$ cat src/rtl/fp_div_pkg.sv
// Shared types, constants and the period helper for the fractional clock divider.
//  period_int_t / period_frac_t : integer and fractional period at the default widths
//  MIN_INT                      : smallest legal integer period
//  calc_period(in, out, fbits)  : fixed-point ratio in/out with fbits fractional bits,
//                                 returned as {int, frac} in 64 bits
package fp_div_pkg;

    localparam int unsigned INT_W   = 13;
    localparam int unsigned FRAC_W  = 16;
    localparam int unsigned MIN_INT = 2;

    typedef logic [INT_W-1:0]  period_int_t;
    typedef logic [FRAC_W-1:0] period_frac_t;

    // {int, frac} = in_hz * 2^frac_bits / out_hz, truncated
    function automatic logic [63:0] calc_period(
        input logic [63:0] in_hz,
        input logic [63:0] out_hz,
        input int unsigned frac_bits
    );
        return (in_hz << frac_bits) / out_hz;
    endfunction

endpackage

$ cat src/rtl/fp_div_chan.sv
// One fractional divider channel: integer counter, fractional accumulator,
// shadow/active period registers and registered strobe / clock outputs.
//  clk_in   in   system clock
//  reset    in   synchronous active-high reset
//  ena      in   run enable; when low the phase is held at zero
//  sync     in   phase restart, applies any pending shadow
//  wr_hit   in   write addressed to this channel this cycle
//  wr_int   in   new integer period (already clamped to the minimum)
//  wr_frac  in   new fractional period
//  pending  out  a written period waits for the next boundary
//  strobe   out  one-cycle pulse per output period
//  clk_out  out  divided clock, high for floor(INT/2) cycles per period
module fp_div_chan
    import fp_div_pkg::*;
#(
    parameter int unsigned          INT_BITS  = 13,
    parameter int unsigned          FRAC_BITS = 16,
    parameter logic [INT_BITS-1:0]  DEF_INT   = INT_BITS'(27),
    parameter logic [FRAC_BITS-1:0] DEF_FRAC  = '0
) (
    input  logic                 clk_in,
    input  logic                 reset,
    input  logic                 ena,
    input  logic                 sync,
    input  logic                 wr_hit,
    input  logic [INT_BITS-1:0]  wr_int,
    input  logic [FRAC_BITS-1:0] wr_frac,
    output logic                 pending,
    output logic                 strobe,
    output logic                 clk_out
);

    logic [INT_BITS-1:0]  m_q, nxt_m;
    logic [FRAC_BITS:0]   n_q, nxt_n;
    logic [INT_BITS-1:0]  act_int_q, nxt_act_int;
    logic [FRAC_BITS-1:0] act_frac_q, nxt_act_frac;
    logic [INT_BITS-1:0]  sh_int_q, nxt_sh_int;
    logic [FRAC_BITS-1:0] sh_frac_q, nxt_sh_frac;
    logic                 pend_q, nxt_pend;
    logic                 strobe_q, nxt_strobe;
    logic                 clk_q, nxt_clk;

    logic [INT_BITS-1:0]  term_cnt;
    logic [INT_BITS-1:0]  half_cnt;
    logic                 terminal;
    logic                 half_hit;

    // A set carry stretches the current period by one cycle
    assign term_cnt = act_int_q - INT_BITS'(1) + INT_BITS'(n_q[FRAC_BITS]);
    assign half_cnt = (act_int_q >> 1) - INT_BITS'(1);
    assign terminal = (m_q == term_cnt);
    assign half_hit = (m_q == half_cnt);

    // Next-state: sync beats everything, then boundary apply, then counting
    always_comb begin
        nxt_m        = m_q;
        nxt_n        = n_q;
        nxt_act_int  = act_int_q;
        nxt_act_frac = act_frac_q;
        nxt_sh_int   = sh_int_q;
        nxt_sh_frac  = sh_frac_q;
        nxt_pend     = pend_q;
        nxt_strobe   = 1'b0;
        nxt_clk      = clk_q;

        if (sync) begin
            // A same-cycle write behaves as if it landed just before sync
            if (wr_hit) begin
                nxt_act_int  = wr_int;
                nxt_act_frac = wr_frac;
                nxt_sh_int   = wr_int;
                nxt_sh_frac  = wr_frac;
            end else if (pend_q) begin
                nxt_act_int  = sh_int_q;
                nxt_act_frac = sh_frac_q;
            end
            nxt_pend = 1'b0;
            nxt_m    = '0;
            nxt_n    = '0;
            nxt_clk  = 1'b0;
        end else begin
            // Old shadow moves to active; a write in the same cycle re-arms pending
            if (pend_q && (!ena || terminal)) begin
                nxt_act_int  = sh_int_q;
                nxt_act_frac = sh_frac_q;
                nxt_pend     = 1'b0;
            end
            if (wr_hit) begin
                nxt_sh_int  = wr_int;
                nxt_sh_frac = wr_frac;
                nxt_pend    = 1'b1;
            end

            if (!ena) begin
                nxt_m   = '0;
                nxt_n   = '0;
                nxt_clk = 1'b0;
            end else if (terminal) begin
                // Dropping the MSB clears the carry just consumed
                nxt_m      = '0;
                nxt_n      = {1'b0, n_q[FRAC_BITS-1:0]} + {1'b0, nxt_act_frac};
                nxt_strobe = 1'b1;
                nxt_clk    = 1'b1;
            end else begin
                nxt_m = m_q + INT_BITS'(1);
                if (half_hit) begin
                    nxt_clk = 1'b0;
                end
            end
        end
    end

    // State and output registers
    always_ff @(posedge clk_in) begin
        if (reset) begin
            m_q        <= '0;
            n_q        <= '0;
            act_int_q  <= DEF_INT;
            act_frac_q <= DEF_FRAC;
            sh_int_q   <= DEF_INT;
            sh_frac_q  <= DEF_FRAC;
            pend_q     <= 1'b0;
            strobe_q   <= 1'b0;
            clk_q      <= 1'b0;
        end else begin
            m_q        <= nxt_m;
            n_q        <= nxt_n;
            act_int_q  <= nxt_act_int;
            act_frac_q <= nxt_act_frac;
            sh_int_q   <= nxt_sh_int;
            sh_frac_q  <= nxt_sh_frac;
            pend_q     <= nxt_pend;
            strobe_q   <= nxt_strobe;
            clk_q      <= nxt_clk;
        end
    end

    assign pending = pend_q;
    assign strobe  = strobe_q;
    assign clk_out = clk_q;

endmodule

$ cat src/rtl/fp_div_prog.sv
// Multi-channel runtime-programmable fractional clock divider.
// Each channel divides clk_in by INT + FRAC/2^FRAC_BITS; new periods are written
// into a shadow and take effect at that channel's next period boundary.
//  clk_in       in   system clock
//  reset        in   synchronous active-high reset
//  wr_ena       in   period write strobe
//  wr_chan      in   target channel (values >= CHANNELS are ignored)
//  wr_int       in   new integer period (values below MIN_INT clamp to MIN_INT)
//  wr_frac      in   new fractional period
//  sync         in   restart the phase of all channels together
//  ena          in   per-channel run enable
//  pending_out  out  per-channel written period still waiting for its boundary
//  strobe_out   out  per-channel one-cycle pulse per output period
//  clk_out      out  per-channel divided clock
module fp_div_prog
    import fp_div_pkg::*;
#(
    parameter int unsigned CHANNELS     = 4,
    parameter int unsigned INT_BITS     = 13,
    parameter int unsigned FRAC_BITS    = 16,
    parameter logic [63:0] INPUT_CLK_HZ = 64'd100000000,
    parameter logic [63:0] DEFAULT_HZ   = 64'd3579545
) (
    input  logic                                  clk_in,
    input  logic                                  reset,
    input  logic                                  wr_ena,
    input  logic [((CHANNELS > 1) ? $clog2(CHANNELS) : 1)-1:0] wr_chan,
    input  logic [INT_BITS-1:0]                   wr_int,
    input  logic [FRAC_BITS-1:0]                  wr_frac,
    input  logic                                  sync,
    input  logic [CHANNELS-1:0]                   ena,
    output logic [CHANNELS-1:0]                   pending_out,
    output logic [CHANNELS-1:0]                   strobe_out,
    output logic [CHANNELS-1:0]                   clk_out
);

    localparam int unsigned CHAN_W = (CHANNELS > 1) ? $clog2(CHANNELS) : 1;

    // Reset-default period in 64-bit fixed point
    localparam logic [63:0]          DEF_PERIOD = calc_period(INPUT_CLK_HZ, DEFAULT_HZ, FRAC_BITS);
    localparam logic [INT_BITS-1:0]  DEF_INT    = INT_BITS'(DEF_PERIOD >> FRAC_BITS);
    localparam logic [FRAC_BITS-1:0] DEF_FRAC   = FRAC_BITS'(DEF_PERIOD);

    logic [INT_BITS-1:0] wr_int_clamped;

    // Periods below two cycles cannot hold a high and a low phase
    assign wr_int_clamped = (wr_int < INT_BITS'(MIN_INT)) ? INT_BITS'(MIN_INT) : wr_int;

    // Only existing channels decode a hit, so out-of-range addresses drop out
    for (genvar c = 0; c < CHANNELS; c++) begin : g_chan
        logic hit;
        assign hit = wr_ena && (wr_chan == CHAN_W'(c));

        fp_div_chan #(
            .INT_BITS  (INT_BITS),
            .FRAC_BITS (FRAC_BITS),
            .DEF_INT   (DEF_INT),
            .DEF_FRAC  (DEF_FRAC)
        ) u_chan (
            .clk_in  (clk_in),
            .reset   (reset),
            .ena     (ena[c]),
            .sync    (sync),
            .wr_hit  (hit),
            .wr_int  (wr_int_clamped),
            .wr_frac (wr_frac),
            .pending (pending_out[c]),
            .strobe  (strobe_out[c]),
            .clk_out (clk_out[c])
        );
    end

endmodule
$ cat config.mk
export PLATFORM = sky130hd
export DESIGN_NAME = fp_div_prog
export DESIGN_NICKNAME = d
export VERILOG_FILES = /design/src/rtl/fp_div_pkg.sv /design/src/rtl/fp_div_chan.sv /design/src/rtl/fp_div_prog.sv
export SDC_FILE = /design/constraint.sdc
export NUM_CORES = 1
export LEC_CHECK = 0
export ABC_AREA = 1
export ABC_CLOCK_PERIOD_IN_PS = 3410
export BUFFER_PORTS_ARGS = -buffer_cell sky130_fd_sc_hd__buf_2
export CORE_ASPECT_RATIO = 0.9
export CORE_MARGIN = 2
export CORE_UTILIZATION = 58
export DETAILED_ROUTE_END_ITERATION = 10
export PLACE_DENSITY = 0.78
export SLEW_MARGIN = 20
export SYNTH_ARGS = -nofsm -noshare
export SYNTH_HDL_FRONTEND = slang
export SYNTH_SLANG_ARGS = --single-unit
$ cat constraint.sdc
create_clock -name clk_in -period 3.41 [get_ports clk_in]
set_input_delay 0.341 -clock clk_in [delete_from_list [all_inputs] [get_ports clk_in]]
set_output_delay 0.341 -clock clk_in [all_outputs]
set_load 0.01 [all_outputs]
Word level (Yosys, flattened, before mapping)
Cells that the tools add are included.

$add $sub $neg: 20. Order comparisons: 1. Equality and inequality tests: 15. Mux-type cells: 57. Bitwise logic cells: 4. Reductions and logical operators: 42.

Operators by type and width (number): $mux 16 (20); $mux 13 (17); $eq 13x13->1 (8); $add 16x16->17 (4); $add 13x1->13 (4); $add 13x1->13 const B (4); $sub 12x1->13 const B (4); $sub 13x1->13 const B (4); $reduce_bool 2->1 (12); $mux 1 (20); $reduce_or 4->1 (4); $lt 13x2->1 const B (1); $ne 3x1->1 const B (4); $reduce_or 3->1 (4); $logic_and 1x1->1 (8); $reduce_and 2->1 (4); $eq 2x2->1 const B (2); $logic_not 1->1 (4); $logic_or 1x1->1 (4); $not 1->1 (4); $eq 2x1->1 const B (1); $logic_not 2->1 (1); $reduce_or 2->1 (1).

Flip-flop bits (word level): 364. Input bits: 39. Output and inout bits: 12. Logic and storage cells: 175.

Depth between registers and ports, before layout
Word-level depth: 8. Mapped depth: 31. Depth with buffers taken out: 30.

Cells and area by module
Synthesis repeated with hierarchy kept, for this count alone.

Cell total of the unflattened synthesis: 3160. Area total of the unflattened synthesis: 21882.2 um^2.

By module, submodules not included: fp_div_chan at g_chan[1].u_chan ... (times used 2, cells an instance 786, area each 5381.4 um^2, sequential area each 1821.7 um^2); fp_div_chan at g_chan[0].u_chan (times used 1, cells an instance 786, area each 5531.6 um^2, sequential area each 1821.7 um^2); fp_div_chan at g_chan[3].u_chan (times used 1, cells an instance 769, area each 5450.2 um^2, sequential area each 1821.7 um^2); fp_div_prog (times used 1, cells an instance 33, area each 137.6 um^2, sequential area each 0.0 um^2).

Worst setup path after synthesis
No wires, ideal clock.

Path type: reg-to-reg. Start point: register g_chan[2].u_chan.act_int_q[0]. End point: register g_chan[2].u_chan.n_q[11]. Library setup time: 129 ps. Data arrival time: 3617 ps. Required time: 3281 ps. Setup slack: -336 ps. Stages on the path, launching flop included: 27. Buffers on the path: 1. Clock period less this slack: 3746 ps. Path through: dfxtp_1 > inv_1 > ha_1 > ha_1 > or2_2 > nand3_1 > nand3_1 > nor2_1 > nand3_1 > nor2_1 > nand2_2 > nand2_4 > nand2_4 > buf_2 > nand2_1 > nand2_1 > ha_1 > nand2_1 > o21ai_0 > inv_1 > nor2_1 > nor2_1 > o21ai_0 > nand2_1 > a31oi_1 > xnor2_1 > o21ai_0.

Longest elaborated chain between the ends: 8.

RTL lines: from (decl) (RTL line fp_div_chan.sv:35) `logic [INT_BITS-1:0] act_int_q, nxt_act_int;`; from (signal assigned) (RTL line fp_div_chan.sv:128) `act_int_q <= nxt_act_int;`; $sub 13x1->13 * (RTL line fp_div_chan.sv:49) `assign term_cnt = act_int_q - INT_BITS'(1) + INT_BITS'(n_q[FRAC_BITS]);`; $add 13x1->13 * (RTL line fp_div_chan.sv:49); $eq 13x13->1 * (RTL line fp_div_chan.sv:51) `assign terminal = (m_q == term_cnt);`; $logic_or 1x1->1 (RTL line fp_div_chan.sv:83) `if (pend_q && (!ena || terminal)) begin`; $logic_and 1x1->1 (RTL line fp_div_chan.sv:83); $mux 16 (RTL line fp_div_chan.sv:83); $mux 16 (RTL line fp_div_chan.sv:66) `if (sync) begin`; $add 16x16->17 (RTL line fp_div_chan.sv:101) `nxt_n = {1'b0, n_q[FRAC_BITS-1:0]} + {1'b0, nxt_act_frac};`; to (signal assigned) (RTL line fp_div_chan.sv:127) `n_q <= nxt_n;`; to (decl) (RTL line fp_div_chan.sv:34) `logic [FRAC_BITS:0] n_q, nxt_n;`.

Every way passes the cells marked *; elsewhere a longest branch is shown, timed or not. The select of a mux whose other input is x is not followed. A chain may end at the register's enable or synchronous reset.

Worst setup path in the final report
Start point: register g_chan[0].u_chan.n_q[16]. End point: register g_chan[0].u_chan.n_q[5].

Longest elaborated chain between the ends: 7.

RTL lines (RTL line): from (decl) (fp_div_chan.sv:34); from (signal assigned) (fp_div_chan.sv:127); $add 13x1->13 * (fp_div_chan.sv:49); $eq 13x13->1 * (fp_div_chan.sv:51); $logic_or 1x1->1 (fp_div_chan.sv:83); $logic_and 1x1->1 (fp_div_chan.sv:83); $mux 16 (fp_div_chan.sv:83); $mux 16 (fp_div_chan.sv:66); $add 16x16->17 (fp_div_chan.sv:101).

Marked as above.

==> results_dict.tcl <==
set metrics [dict create \
    status "complete, but fails checks" \
    failed_checks "negative setup slack" \
    initial_core_util_pct 59.0 \
    grt_first_pass_wirelength_um 101000 \
    register_area_um2 7300 \
    synth_compound_area_share_pct 11.8 \
    synthMuxAreaShare_pct 0.610 \
    peakVddDrop_v 0.000485 \
    nNetsFinal 3568 \
    power-per-cell-area_nw_per_um2 404 \
    required_ns 3.83 \
    wl_per_cell_um 18.0 \
    synth_top_family_by_area "simple AND/OR/NAND/NOR gates" \
    dr_total_vias 23133 \
    die_height_um 186 \
    drt-total-wl_um 71200 \
    antenna_found_initial 2 \
    relSlewSlack_pct 36.2 \
    gp_congestion 0.908 \
    dieWidth_um 206 \
    ant_nets 0 \
    drtIter0Drc 2502 \
    ios 51 \
    rsz0062_at_grt "yes" \
    synth_area_leaders "dfxtp_1 (34%), nand2_1 (17%), nand3_1 (6.9%)" \
    place_inst 3792 \
    synth_edf_count 0 \
    synth_nets 3279 \
    worst_pin_slew_ns 0.956 \
    fin_util_pct 78.2 \
    viasPerCell 5.85 \
    ff2ff_setup_slack_ns -0.20 \
    dpl_cell_area_um2 23700 \
    hpwl_um 43200 \
    cts.sinks 364 \
    grt_overflow 0 \
    synth_xor_xnor_area_share_pct 7.10 \
    cts.clk_slew.worst_paths_ns 0.06 \
    drive_above_1_share_pct 27.8 \
    crit_fanout 8 \
    portBuffers 50 \
    cts-root-buf "clkbuf_16" \
    cp-end-kind "register" \
    synth_flop_cell "dfxtp_1" \
    core-area_um2 36200 \
    yosysTopAreaCellShare_pct 34.1 \
    synth_seq_area_share_pct 34.1 \
    clock_skew_ns 0.0328 \
    grt_pass1_vias 21280 \
    cp-start-kind "register" \
    period_needed_ns 3.61 \
    dieArea_um2 38400 \
    avgSynthCellArea_um2 6.77 \
    setup_viol 30 \
    finalSetupTns_ns -2.58 \
    cp.arrival_ns 4.03 \
    multi_input_area_um2 15000 \
    yosysUniqueCellTypes 53 \
    fin_area_um2 28300 \
    insertion_delay_ns 0.56 \
    cts_buffer_depth 3 \
    synthToLayoutAreaGrowth_pct 32.4 \
    max_freq_mhz 277 \
    fillers 2391 \
    grt_usage_pct 32.3 \
    finalPower_uw 11400 \
    grt_max_degree 90 \
    p_leak_uw 0.0125 \
    finalWorstSetupSlack_ns -0.195 \
    maxCapViolCount 0 \
    final_hold_viol_count 0 \
    ys_ff_latch 364 \
    cts_made_buffers 41 \
    synth_simple_gate_area_share_pct 33.9 \
    post-route-period-util_pct 106 \
    drc 0 \
    std_cell_rows 66 \
    instances_no_fill 3951 \
    synth_cells 3152 \
    criticalPathCategory "register to register" \
    cts_max_level 2 \
    hold_class "input port to register" \
    synth-async-reset-ratio_pct 0 \
    synth_area_um2 21300 \
    first_pass_iters 8 \
    synth_adder_area_share_pct 5.30 \
    cts_tree "done" \
    synth.largest_area_cell "dfxtp_1" \
    finalMaxSlewViolations 0 \
    yosysWarnings 0 \
]
==> metrics by stage <==
step           worst slack (ns)  hold slack [ns]
6_report                 -0.195            0.107
3_3_place_gp             -0.247            0.440
2_1_floorplan           -0.0253            0.429
3_5_place_dp             -0.322            0.449
4_1_cts                 -0.0893           0.0677
5_1_grt                  -0.385           0.0883
==> cells in the final DEF, fill, tap and decap left out, types with 8 or more instances in the layout <==
| cell type | instances |
|---|---|
| clkbuf_16 | 45 |
| buf_6 | 31 |
| nand2_8 | 8 |
| ha_1 | 17 |
| nand2_4 | 51 |
| buf_4 | 303 |
| xor2_1 | 91 |
| mux2i_1 | 13 |
| a21oi_4 | 19 |
| inv_2 | 27 |
| nand4_1 | 16 |
| nor2_2 | 31 |
| o21ai_0 | 213 |
| clkinv_2 | 10 |
| dfxtp_2 | 9 |
| a21oi_1 | 68 |
| o21ai_2 | 13 |
| buf_2 | 50 |
| or2_2 | 23 |
| xnor2_1 | 75 |
| o21ai_1 | 44 |
| nor2_4 | 18 |
| nand3_1 | 256 |
| nand2_1 | 848 |
| nor2_1 | 225 |
| inv_1 | 181 |
| ha_4 | 64 |
| clkbuf_8 | 10 |
| dfxtp_1 | 355 |
| a22o_1 | 10 |
| nand2_2 | 106 |
| o21bai_1 | 18 |
| a21oi_2 | 37 |
| nand3_2 | 33 |
| nor3_1 | 21 |
| nor3b_1 | 12 |
==> kinds of logic after synthesis <==
| family | after synthesis |
|---|---|
| AOI/OAI and AO/OA | 466 |
| buffers and inverters | 366 |
| xor gates and xnor gates | 173 |
| muxes | 13 |
| adders and majority gates | 88 |
| DFF | 364 |
| and+or+nand+nor | 1682 |
==> report_power, final <==
group | total, µW | switching (µW) | internal (µW)
combinational | 2020 | 1210 | 808
sequential | 4560 | 145 | 4410
clock | 4850 | 1880 | 2970
==> cells in the mapped netlist, drive strengths merged, types with 6 or more instances <==
library cell / n
ha: 84
a22o: 10
inv: 209
nor3b: 12
or2: 24
dfxtp: 364
clkbuf: 93
nor2: 275
o21bai: 18
nor3: 31
clkinv: 6
nand3: 296
xnor2: 82
a21oi: 124
o22ai: 6
xor2: 91
nor4: 8
mux2i: 13
a31oi: 10
nand4: 16
o21ai: 275
nand3b: 7
nand2: 1009
buf: 58
==> worst paths after layout <==
kind	end	from	depth (start not counted)
worst max-delay path	g_chan[0].u_chan.n_q[5]	g_chan[0].u_chan.n_q[16]	24
worst min-delay path	g_chan[1].u_chan.act_frac_q[12]	reset	2
worst max register to register	g_chan[0].u_chan.n_q[5]	g_chan[0].u_chan.n_q[16]	24
worst min register to register	g_chan[0].u_chan.n_q[15]	g_chan[0].u_chan.n_q[15]	2
==> flip-flops by register name, indices dropped and copies added (netlist names) <==
name and count:
g_chan.u_chan.strobe 4, g_chan.u_chan.act_int_q 52, g_chan.u_chan.act_frac_q 64, g_chan.u_chan.clk_out 4, g_chan.u_chan.sh_int_q 52, g_chan.u_chan.n_q 68
g_chan.u_chan.sh_frac_q 64, g_chan.u_chan.pending 4, g_chan.u_chan.m_q 52
==> timing repair <==
item	4_1_cts	5_1_grt
pin swaps	66	196
endpoints found under the setup margin	44	50
buffers inserted	24	57
resized for setup	159	415
hold endpoints to repair	0	0
gates cloned	4	3
hold buffers	0	0
==> cell type report <==
| cell class | instances | area share (%) |
|---|---|---|
| Multi-Input combinational cell | 2426 | 53.2 |
| Sequential cell | 364 | 25.8 |
| Timing Repair Buffer | 393 | 10.8 |
| Clock buffer | 57 | 4.35 |
| Inverter | 215 | 2.89 |
| Tap cell | 476 | 2.11 |
| Clock inverter | 18 | 0.885 |
| Antenna cell | 2 | 0.0177 |
==> layer usage <==
metal / global-route usage, % / part of all wire, % / vias to the layer above
met4: 11.3 / 5.5 / 0
li1: - / - / 10815
met1: 40.3 / 39 / 10797
met3: 5.08 / 8.1 / 364
met2: 56.6 / 48 / 1157
met5: 0 / 0 / -
==> critical path, stage by stage, from the launching register on <==
cell	delay, ns
dfxtp_2	0.31
inv_2	0.07
ha_4	0.18
ha_4	0.15
nand2_2	0.10
nor2_2	0.14
nand2_2	0.09
xor2_1	0.15
nand2_1	0.07
nand2_1	0.07
nor2_2	0.16
nand3_4	0.12
nand2_8	0.13
buf_12	0.14
nand3_1	0.09
nand2_1	0.12
ha_4	0.22
a21oi_1	0.19
o21ai_2	0.13
a31oi_2	0.26
buf_4	0.15
buf_4	0.11
buf_4	0.10
xor2_1	0.13
o21ai_0	0.08
Note: power is estimated with default switching activity, not from simulation.
